<file path="src/rtl/rand_server.sv">
// rand_server: round-robin sharing of one 8-bit LFSR with per-requester range reduction
//   Clk        system clock
//   Reset      synchronous active-high reset
//   Req        level request, one bit per requester
//   Req_range  8-bit range per requester, captured at grant
//   Rand_num   current LFSR output
//   Rng_start  generator Start, 0 loads the seed
//   Ack        one-hot, one-cycle result strobe
//   Rand_out   reduced random value, held until the next Ack
//   Busy       high in every state except IDLE
module rand_server #(
    parameter int N_REQ = 4,
    parameter int MAX_TRIES = 4
) (
    input  logic               Clk,
    input  logic               Reset,
    input  logic [N_REQ-1:0]   Req,
    input  logic [N_REQ*8-1:0] Req_range,
    input  logic [7:0]         Rand_num,
    output logic               Rng_start,
    output logic [N_REQ-1:0]   Ack,
    output logic [7:0]         Rand_out,
    output logic               Busy
);
    localparam int IW = (N_REQ > 1) ? $clog2(N_REQ) : 1;
    typedef enum logic [1:0] {INIT, IDLE, SAMPLE, DONE} state_t;
    state_t state, state_nx;
    logic [IW-1:0] ptr, win, pick, j;
    logic [7:0] rng, mask, sel_range, sel_mask, v, result_nx;
    logic [3:0] tries, tries_nx;
    int idx;
    always_comb begin
        pick = ptr;
        idx = 0;
        j = '0;
        // descending scan so the lowest offset from the pointer wins
        for (int i = N_REQ - 1; i >= 0; i--) begin
            idx = (int'(ptr) + i) % N_REQ;
            j = IW'(idx);
            if (Req[j]) pick = j;
        end
        sel_range = Req_range[{pick, 3'b000} +: 8];
        // smear R-1 rightwards to get the smallest all-ones mask covering it
        sel_mask = sel_range - 8'd1;
        sel_mask = sel_mask | (sel_mask >> 1);
        sel_mask = sel_mask | (sel_mask >> 2);
        sel_mask = sel_mask | (sel_mask >> 4);
    end
    always_comb begin
        state_nx = state;
        tries_nx = tries;
        result_nx = Rand_out;
        v = Rand_num & mask;
        case (state)
            INIT: state_nx = IDLE;
            IDLE: begin
                if (|Req) begin
                    state_nx = SAMPLE;
                    tries_nx = '0;
                end
            end
            SAMPLE: begin
                if (rng == 8'd0) begin
                    result_nx = 8'd0;
                    state_nx = DONE;
                end else if (v < rng) begin
                    result_nx = v;
                    state_nx = DONE;
                end else if (tries == 4'(MAX_TRIES - 1)) begin
                    // v <= mask < 2*rng, so v - rng is always in range
                    result_nx = v - rng;
                    state_nx = DONE;
                end else begin
                    tries_nx = tries + 4'd1;
                end
            end
            default: state_nx = IDLE;
        endcase
    end
    always_ff @(posedge Clk) begin
        if (Reset) begin
            state <= INIT;
            Rng_start <= 1'b0;
            Ack <= '0;
            Rand_out <= 8'd0;
            Busy <= 1'b1;
            ptr <= '0;
            win <= '0;
            rng <= 8'd0;
            mask <= 8'd0;
            tries <= '0;
        end else begin
            state <= state_nx;
            tries <= tries_nx;
            Rng_start <= 1'b1;
            Busy <= state_nx != IDLE;
            Ack <= (state_nx == DONE) ? {{(N_REQ-1){1'b0}}, 1'b1} << win : '0;
            Rand_out <= (state_nx == DONE) ? result_nx : Rand_out;
            if (state == IDLE && |Req) begin
                win <= pick;
                rng <= sel_range;
                mask <= sel_mask;
            end
            if (state == DONE) ptr <= (win == IW'(N_REQ - 1)) ? '0 : win + 1'b1;
        end
    end
endmodule
</file>
<file path="config.mk">
export PLATFORM = sky130hd
export DESIGN_NAME = rand_server
export DESIGN_NICKNAME = d
export VERILOG_FILES = /design/src/rtl/rand_server.sv
export SDC_FILE = /design/constraint.sdc
export NUM_CORES = 1
export LEC_CHECK = 0
export ABC_AREA = 1
export CAP_MARGIN = 10
export CORE_UTILIZATION = 25
export CTS_CLUSTER_SIZE = 25
export DETAILED_ROUTE_END_ITERATION = 8
export PLACE_DENSITY = 0.49
export SYNTH_ARGS = -nofsm -noshare
export SYNTH_HDL_FRONTEND = slang
export SYNTH_SLANG_ARGS = --single-unit
export TNS_END_PERCENT = 30
</file>
<file path="constraint.sdc">
create_clock -name Clk -period 4.01 [get_ports Clk]
set_input_delay 0.6015 -clock Clk [delete_from_list [all_inputs] [get_ports Clk]]
set_output_delay 0.6015 -clock Clk [all_outputs]
set_load 0.05 [all_outputs]
</file>
Word level (Yosys, flattened, before mapping)

Cells that the tools add are included.

Shift operators: 2
Reductions and logical operators: 8
Eq/ne operators: 11
Bitwise gates (word level): 5
Add/sub/neg operators: 7
Multipliers: 0
Mux-type cells: 27
Magnitude comparators: 5
Div/mod/pow operators: 0

Operator list:

| operator                                                              | number |
|---|---|
| 32-bit by 6-bit variable part select with 8-bit output                | 1 |
| 8-bit 2-to-1 mux                                                      | 3 |
| 2-bit 2-to-1 mux                                                      | 9 |
| 4-bit 2-to-1 mux                                                      | 4 |
| 2-bit by 3-bit < comparator with 1-bit output, second input constant  | 4 |
| 8-bit AND                                                             | 1 |
| 1-bit binary-select mux with 2-bit select                             | 4 |
| 2-bit equality test, second input constant                            | 4 |
| 8-bit logical NOT                                                     | 1 |
| 8-bit < comparator                                                    | 1 |
| 2-bit inequality test, second input constant                          | 4 |
| 8-bit by 4-bit OR with 8-bit output                                   | 1 |
| 8-bit by 6-bit OR with 8-bit output                                   | 1 |
| 8-bit by 7-bit OR with 8-bit output                                   | 1 |
| 4-bit case mux with 2 select lines                                    | 1 |
| 8-bit by 1-bit subtractor with 8-bit output, second input constant    | 1 |
| 8-bit subtractor                                                      | 1 |
| 1-bit 2-to-1 mux                                                      | 5 |
| 5-bit AND reduction                                                   | 1 |
| 2-bit by 1-bit adder with 2-bit output, second input constant         | 2 |
| 2-bit adder, second input constant                                    | 2 |
| 4-bit by 1-bit adder with 4-bit output, second input constant         | 1 |
| 4-bit by 2-bit equality test with 1-bit output, second input constant | 1 |
| 2-bit case mux with 2 select lines                                    | 1 |
| other kinds (10)                                                      | 10 |

Register bits after elaboration: 40
Output and inout port bits: 14
ROM bits: 0
Memory bits (writable): 0
Memories kept: 0
Bits in latches: 0
Input port bits: 46
Logic and storage cells: 75

Depth between registers and ports, before layout

Gate-level depths: netlist of the first run.

Word-level depth: 12
Gate-level depth with buffers: 25

Least setup slack after synthesis of the first run

No wires, ideal clock.

Path kind: input-to-reg
From: in Rand_num[0]
To: reg tries[3]
Slack: 1.411 ns
Buffers on the path: 0
Arrival time: 2.519 ns
Stages: 15
Required time: 3.930 ns
Cell sequence: nand2_1 ha_1 fa_1 nor2_1 o21ai_0 nand2_1 nand2_1 nand2_1 o311ai_0 nand2_1 inv_1 nor2_1 inv_1 o21ai_0 nor3b_1

Word-level cells in the longest chain between the ends: 4

RTL lines:

| what                                   | RTL line | source |
|---|---|---|
| start, declared                        | 19       | `input logic [7:0] Rand_num,` |
| 8-bit AND                              | 53       | `v = Rand_num & mask;` |
| 8-bit < comparator                     | 66       | `end else if (v < rng) begin` |
| 2-bit inequality test (no source line) | -        |  |
| 5-bit AND reduction (no source line)   | -        |  |
| end signal, assigned                   | 94       | `tries <= tries_nx;` |
| end, declared                          | 30       | `logic [3:0] tries, tries_nx;` |

Every way passes these cells.
A chain may end at the register's enable or synchronous reset.

Worst setup path in the final report of the first run

From: in Req[3]
To: reg mask[3]

Word-level cells in the longest chain between the ends: 11
Elaborated cells on any way between the ends: 19
Those cells by class: add/sub (1); shift (1); mux (12); bitwise (3); reduce/logical (2)

RTL lines:

| what                                                   | RTL line | source |
|---|---|---|
| start, declared                                        | 17       | `input logic [N_REQ-1:0] Req,` |
| 1-bit binary-select mux with 2-bit select              | 40       | `if (Req[j]) pick = j;` |
| 1-bit 2-to-1 mux (not written as such)                 | 40       |  |
| 2-bit 2-to-1 mux (4 in series)                         | 40       |  |
| 32-bit by 6-bit variable part select with 8-bit output | 42       | `sel_range = Req_range[{pick, 3'b000} +: 8];` |
| 8-bit by 1-bit subtractor with 8-bit output            | 44       | `sel_mask = sel_range - 8'd1;` |
| 8-bit by 7-bit OR with 8-bit output                    | 45       | `sel_mask = sel_mask \| (sel_mask >> 1);` |
| 8-bit by 6-bit OR with 8-bit output                    | 46       | `sel_mask = sel_mask \| (sel_mask >> 2);` |
| 8-bit by 4-bit OR with 8-bit output                    | 47       | `sel_mask = sel_mask \| (sel_mask >> 4);` |
| end signal, assigned                                   | 102      | `mask <= sel_mask;` |
| end, declared                                          | 29       | `logic [7:0] rng, mask, sel_range, sel_mask, v, result_nx;` |

Several ways; a longest one is shown, not always the timed one. The select of a mux whose other input is x is not followed.

==> reports/qor.yml, run 1 <==
power_frac_seq_pct: 29.2
p_int_mw: 1.01
hold_buffers: 0
synth_cell_types: 42
ir_drop_mv: 0.174
timing.rr.start: "ptr[0]"
slew_violations: 0
wire_per_inst_um: 12.0
tightest_slew_ns: 0.778
synth-seq-cells: 40
first_iter_violations: 90
switching_share_pct: 38.6
cp-start-kind: "primary input"
cts_tree: "yes"
hold_viol_final: 0
cts_resized: 0
fin_skew_ns: 0.00432
critPathMaxFanout: 24
port_buffers: 59
finalWeightedCongestion: 0.848
hold_path_depth: 2
worstSetupEndpointType: "flip-flop"
io_pins: 60
yosysMostFrequentCell: "nand2_1"
synth_area_mm2: 0.00307
grtUsageTotal_pct: 13.0
clk_latency_ns: 0.28
synthToLayoutAreaGrowth_pct: 27.8
die_area_mm2: 0.0127
period_minus_slack_ns: 3.27
initial_core_util_pct: 25.6
critPathKind: "in2reg"
timing.setup.tns_ns: 0
drive_gt1_share_pct: 12.6
hold_path.class: "reg2reg"
grt_max_degree: 25
crit_path_start: "Req[3]"
place_ws_ns: 0.403
seq_area_frac_synth_pct: 26.1
hp-start: "Rand_out[1]"
ys_warn_count: 0
worstRegToRegCells: 22
netlist.area_leader.share_pct: 26.1
fp.dieW_um: 113
ys_top_cells_by_area: "dfxtp_1 (26%), nand2_1 (12%), inv_1 (9.4%)"
place_hpwl_um: 6360
antenna_found_initial: 0
avgSynthCellArea_um2: 6.69
root_buffer: "clkbuf_16"
fin_ws_ns: 0.736
async_reset_ff_share_pct: 0
drc: 0
required_ns: 4.19
clock_path_buffers: 2
rsz0062_at_grt: "false"
clk_pin_slew_ns: 0.06
coreArea_mm2: 0.0120
h-tree-depth: 2
syn_nets: 522
ant_nets: 0
p_leak_nw: 1.87
min_to: "Rand_out[1]"
yosysTopAreaCell: "dfxtp_1"
postCtsSetupRepairBufs: 0
min_period_over_period_pct: 81.6
rrSetupSlack_ns: 0.84
first_pass_iters: 6
wl_um: 7960
final_cells: 664
numCtsBuffers: 5
powerDensity_mw_per_mm2: 419
synth_ff_type: "dfxtp_1"
core.rowCount: 40
power.switching_mw: 0.634
clkPwrFrac_pct: 27.6
arrival_ns: 3.45
outcome: "finished, final reports clean"
synth_edf_count: 0
n_antenna_cell: 0
vias: 2973
maxSlewHeadroom_pct: 47.9
clkSinkCount: 40
grt-ovfl-total: 0
r2r_end: "mask[3]"
fmax_mhz: 305
synth_commonest_cells: "nand2_1 (97), inv_1 (77), dfxtp_1 (40)"
max-cap-violations: 0
vias_per_cell: 4.48
syn_inst: 459
setup_viol: 0
final_nets: 579
grt_pass1_wl_um: 13300
die-height_um: 113
power_frac_comb_pct: 43.3
dp_cells: 656
grt_pass1_vias: 2841
==> state kept, by name, indices dropped and copies added, names as in the netlist <==
register,flops
ptr,2
mask,8
Busy,1
rng,8
tries,4
win,2
Rand_out,8
Rng_start,1
state,2
Ack,4
==> metrics by stage <==
stage               utilization, %  power [mW]  instance area (um^2)  hold slack (ns)
floorplan                        -        1.01                  3070            0.438
global placement              31.3        1.20                  3760            0.459
detailed placement            31.3        1.20                  3760            0.462
CTS                           32.7        1.66                  3930            0.472
global route                  32.7        1.77                  3930            0.480
finish                        32.7        1.64                  3930            0.468
==> layout by cell type (no fill, tap or decap), types with 5 or more instances in the layout <==
master           count
a21oi_1             25
ha_1                16
o21ai_0             29
clkdlybuf4s50_1     59
nand3_1             38
nand2_2             18
nor2_1              34
clkbuf_16            5
nand2_1             97
o211ai_1             7
inv_1               77
dfxtp_1             40
buf_4                7
nand3_2             17
==> metal layers <==
metal | routed length (um) | vias up | global-route usage [%]
met5 | 0 | - | 0
met2 | 3780 | 65 | 22.7
met1 | 3740 | 1308 | 15.8
met4 | 156 | 0 | 4.80
met3 | 276 | 10 | 2.41
li1 | - | 1590 | -
==> worst max path at each step <==
stage                     cells after the start  slack [ns]       end
after global placement                       23        0.52   mask[3]
after global routing                         23        0.41   mask[1]
after detailed placement                     23        0.40   mask[3]
after CTS                                    23        0.72   mask[3]
after floorplan                              15        1.41  tries[3]
final                                        23        0.74   mask[3]
==> kinds of logic (layout without fill, tap and decap cells) <==
group / Yosys count / in the layout / share of synthesized area, %
AO/OA/AOI/OAI: 76 / 76 / 14.4
AND/OR/NAND/NOR: 223 / 223 / 36.3
XOR/XNOR: 4 / 4 / 1.14
flip-flops: 40 / 40 / 26.1
buffers and inverters: 99 / 157 / 14.9
adder cells (fa/ha/maj): 17 / 17 / 7.17
==> power by group through the flow <==
stage | Combinational, mW | Clock, mW | Sequential, mW
detailed placement | 0.711 | 0 | 0.488
floorplan | 0.518 | 0 | 0.496
global route | 0.806 | 0.477 | 0.484
CTS | 0.716 | 0.466 | 0.480
global placement | 0.709 | 0 | 0.487
finish | 0.711 | 0.453 | 0.479
==> area by class of cell <==
type,count,area (um^2)
clock buffer,6,129
clock inverter,2,35.0
fill,1314,8090
inverter,83,319
multi-input combinational,320,1810
sequential,40,801
tap,147,184
timing repair buffer,66,643
==> worst max-delay path, stage by stage <==
cell	delay (ns)
clkdlybuf4s50_1	0.54
nand2_1	0.08
nand2_1	0.09
nand2_1	0.07
nand2_1	0.07
nand2_1	0.06
nand2_2	0.07
nand2_2	0.06
nand2_4	0.23
nand2_4	0.21
nand2_1	0.10
nand3_1	0.07
nand2_1	0.15
ha_1	0.21
inv_1	0.08
nor2_4	0.14
nand3_1	0.09
nand2_1	0.08
nand2_2	0.06
nor2_2	0.11
nand3_1	0.10
o21ai_1	0.13
inv_1	0.05
Power figures use the tool's default switching activity.
==> run 2: changes to the inputs <==
Clock period 4.01 ns to 3.4 ns, I/O delays scaled along.
==> run 2 against run 1 <==
- critical path depth unchanged
- via count decreased by 0.91%
- sequential share of layout area about the same
- clock power shrank 2%
- largest power group unchanged
- first-iteration DRC count rose by 59%
- worst setup slack worse by 0.30 ns
- die area unchanged
- flip-flop and latch count unchanged
- global-route usage is essentially flat
- non-clock buffer count is 4 higher
- total power rose by 13%
- critical path type is now reg2reg
==> reports/qor.yml, run 2 (synthesis results as in run 1) <==
first_iter_violations: 143  # +59%
hold_path.class: "reg2reg"
final_common_cell: "nand2_1"
max-cap-violations: 0  # unchanged
first_pass_iters: 4  # -2
arrival_ns: 3.14  # -0.31 ns
hold_viol_final: 0  # unchanged
reg.largest.list: "Rand_out: 8 flops, mask: 8 flops, rng: 8 flops"
core.rowCount: 40  # unchanged
grt_max_degree: 23  # -8.0%
hold_buffers: 0  # unchanged
required_ns: 3.57  # -0.62 ns
clk_latency_ns: 0.28  # about the same
coreArea_mm2: 0.0120  # unchanged
critPathKind: "reg2reg"
powerDensity_mw_per_mm2: 473  # +13%
rsz0062_at_grt: "false"
root_buffer: "clkbuf_16"
numCtsBuffers: 5  # unchanged
slew_violations: 0  # unchanged
grtUsageTotal_pct: 13.0  # +0.033 points
min_period_over_period_pct: 87.2
setup_viol: 0  # unchanged
place_hpwl_um: 6190  # -2.8%
wl_um: 7750  # -2.6%
fp.dieW_um: 113  # unchanged
fin_skew_ns: 0.00771  # +0.00339 ns
tightest_slew_ns: 0.715  # -0.0634 ns
fin_hold_ws_ns: 0.474  # +0.00626 ns
die-height_um: 113  # unchanged
p_leak_nw: 1.87  # +0.23%
clk_pin_slew_ns: 0.06  # about the same
critPathMaxFanout: 10  # -58%
design_area_mm2: 0.00393  # about the same
placed_area_mm2: 0.00379  # +0.80%
io_pins: 60  # unchanged
grt-ovfl-total: 0  # unchanged
ir_drop_mv: 0.246  # +41%
drc: 0  # unchanged
drive_gt1_share_pct: 13.3  # +0.70 points
clkSinkCount: 40  # unchanged
final_nets: 583  # +0.69%
cp-start-kind: "flip-flop"
port_buffers: 59  # unchanged
n_antenna_cell: 0  # unchanged
grt_pass1_wl_um: 13400  # +0.83%
vias_per_cell: 4.42  # -1.4%
worstSetupEndpointType: "flip-flop"
finalWeightedCongestion: 0.867  # +2.2%
vias: 2946  # -0.91%
wire_per_inst_um: 11.6  # -3.1%
fmax_mhz: 337
maxSlewHeadroom_pct: 52.2  # +4.2 points
synthToLayoutAreaGrowth_pct: 27.9  # about the same
outcome: "finished, final reports clean"
die_area_mm2: 0.0127  # unchanged
initial_core_util_pct: 25.6  # unchanged
ant_nets: 0  # unchanged
cts_tree: "yes"
period_minus_slack_ns: 2.97
timing.setup.tns_ns: 0  # unchanged
clock_path_buffers: 2  # unchanged
grt_pass1_vias: 2860  # +0.67%
postCtsSetupRepairBufs: 0  # unchanged
cts_resized: 0  # unchanged
antenna_found_initial: 0  # unchanged
final_cell_mix: "nand2_1 (97), inv_1 (77), clkdlybuf4s50_1 (59)"
h-tree-depth: 2  # unchanged
[run 2: through the flow]
| stage | worst slack (ns) | cells | power [mW] | utilization [%] |
|---|---|---|---|---|
| floorplan | 0.892 | 459 | 1.20 | - |
| global placement | 0.128 | 660 | 1.42 | 31.6 |
| detailed placement | 0.156 | 660 | 1.43 | 31.6 |
| CTS | 0.395 | 667 | 1.88 | 32.7 |
| global route | 0.0705 | 667 | 2.03 | 32.7 |
| finish | 0.434 | 667 | 1.86 | 32.7 |
[run 2: routing by layer]
metal,global-route usage (%),wire length (um),vias up
met4,4.53,129,0
met5,0,0,-
met3,2.68,305,7
met2,21.6,3650,58
li1,-,-,1593
met1,16.7,3660,1288
[run 2: where the power goes]
| part | leakage [nW] | internal, mW | switching (mW) |
|---|---|---|---|
| Clock | 0.0657 | 0.266 | 0.180 |
| Sequential | 0.328 | 0.525 | 0.0406 |
| Combinational | 1.48 | 0.326 | 0.522 |
[run 2: worst max-delay path, stage by stage (launching register included)]
cell	delay [ns]
dfxtp_1	0.60
buf_4	0.23
inv_8	0.04
nand2_1	0.05
nand2_1	0.07
nand2_1	0.07
nand2_1	0.05
nand2_1	0.07
nand2_2	0.06
nand3_2	0.15
nand2_4	0.10
nand2_1	0.07
nand3_1	0.08
nand2_2	0.15
ha_1	0.20
inv_1	0.07
nor2_4	0.14
nand2_1	0.06
nand2_1	0.05
nand3_1	0.08
nor2_2	0.16
nand4_2	0.13
nor2_1	0.11
nor2_1	0.05
[run 2: layout make-up]
class | instances | area (um^2)
well taps | 147 | 184
repair buffers | 70 | 673
inverters | 83 | 319
multi-input cells | 320 | 1810
fillers | 1305 | 8080
clock inverters | 2 | 12.5
clock buffers | 5 | 125
flip-flops and latches | 40 | 801
[run 2: final timing paths]
| kind | start | endpoint | cells after the start | slack [ns] |
|---|---|---|---|---|
| worst min register to register | Rand_out[4] | Rand_out[4] | 2 | 0.47 |
| worst min-delay path | Rand_out[4] | Rand_out[4] | 2 | 0.47 |
| worst max register to register | ptr[0] | mask[0] | 23 | 0.43 |
| worst max-delay path | ptr[0] | mask[0] | 23 | 0.43 |
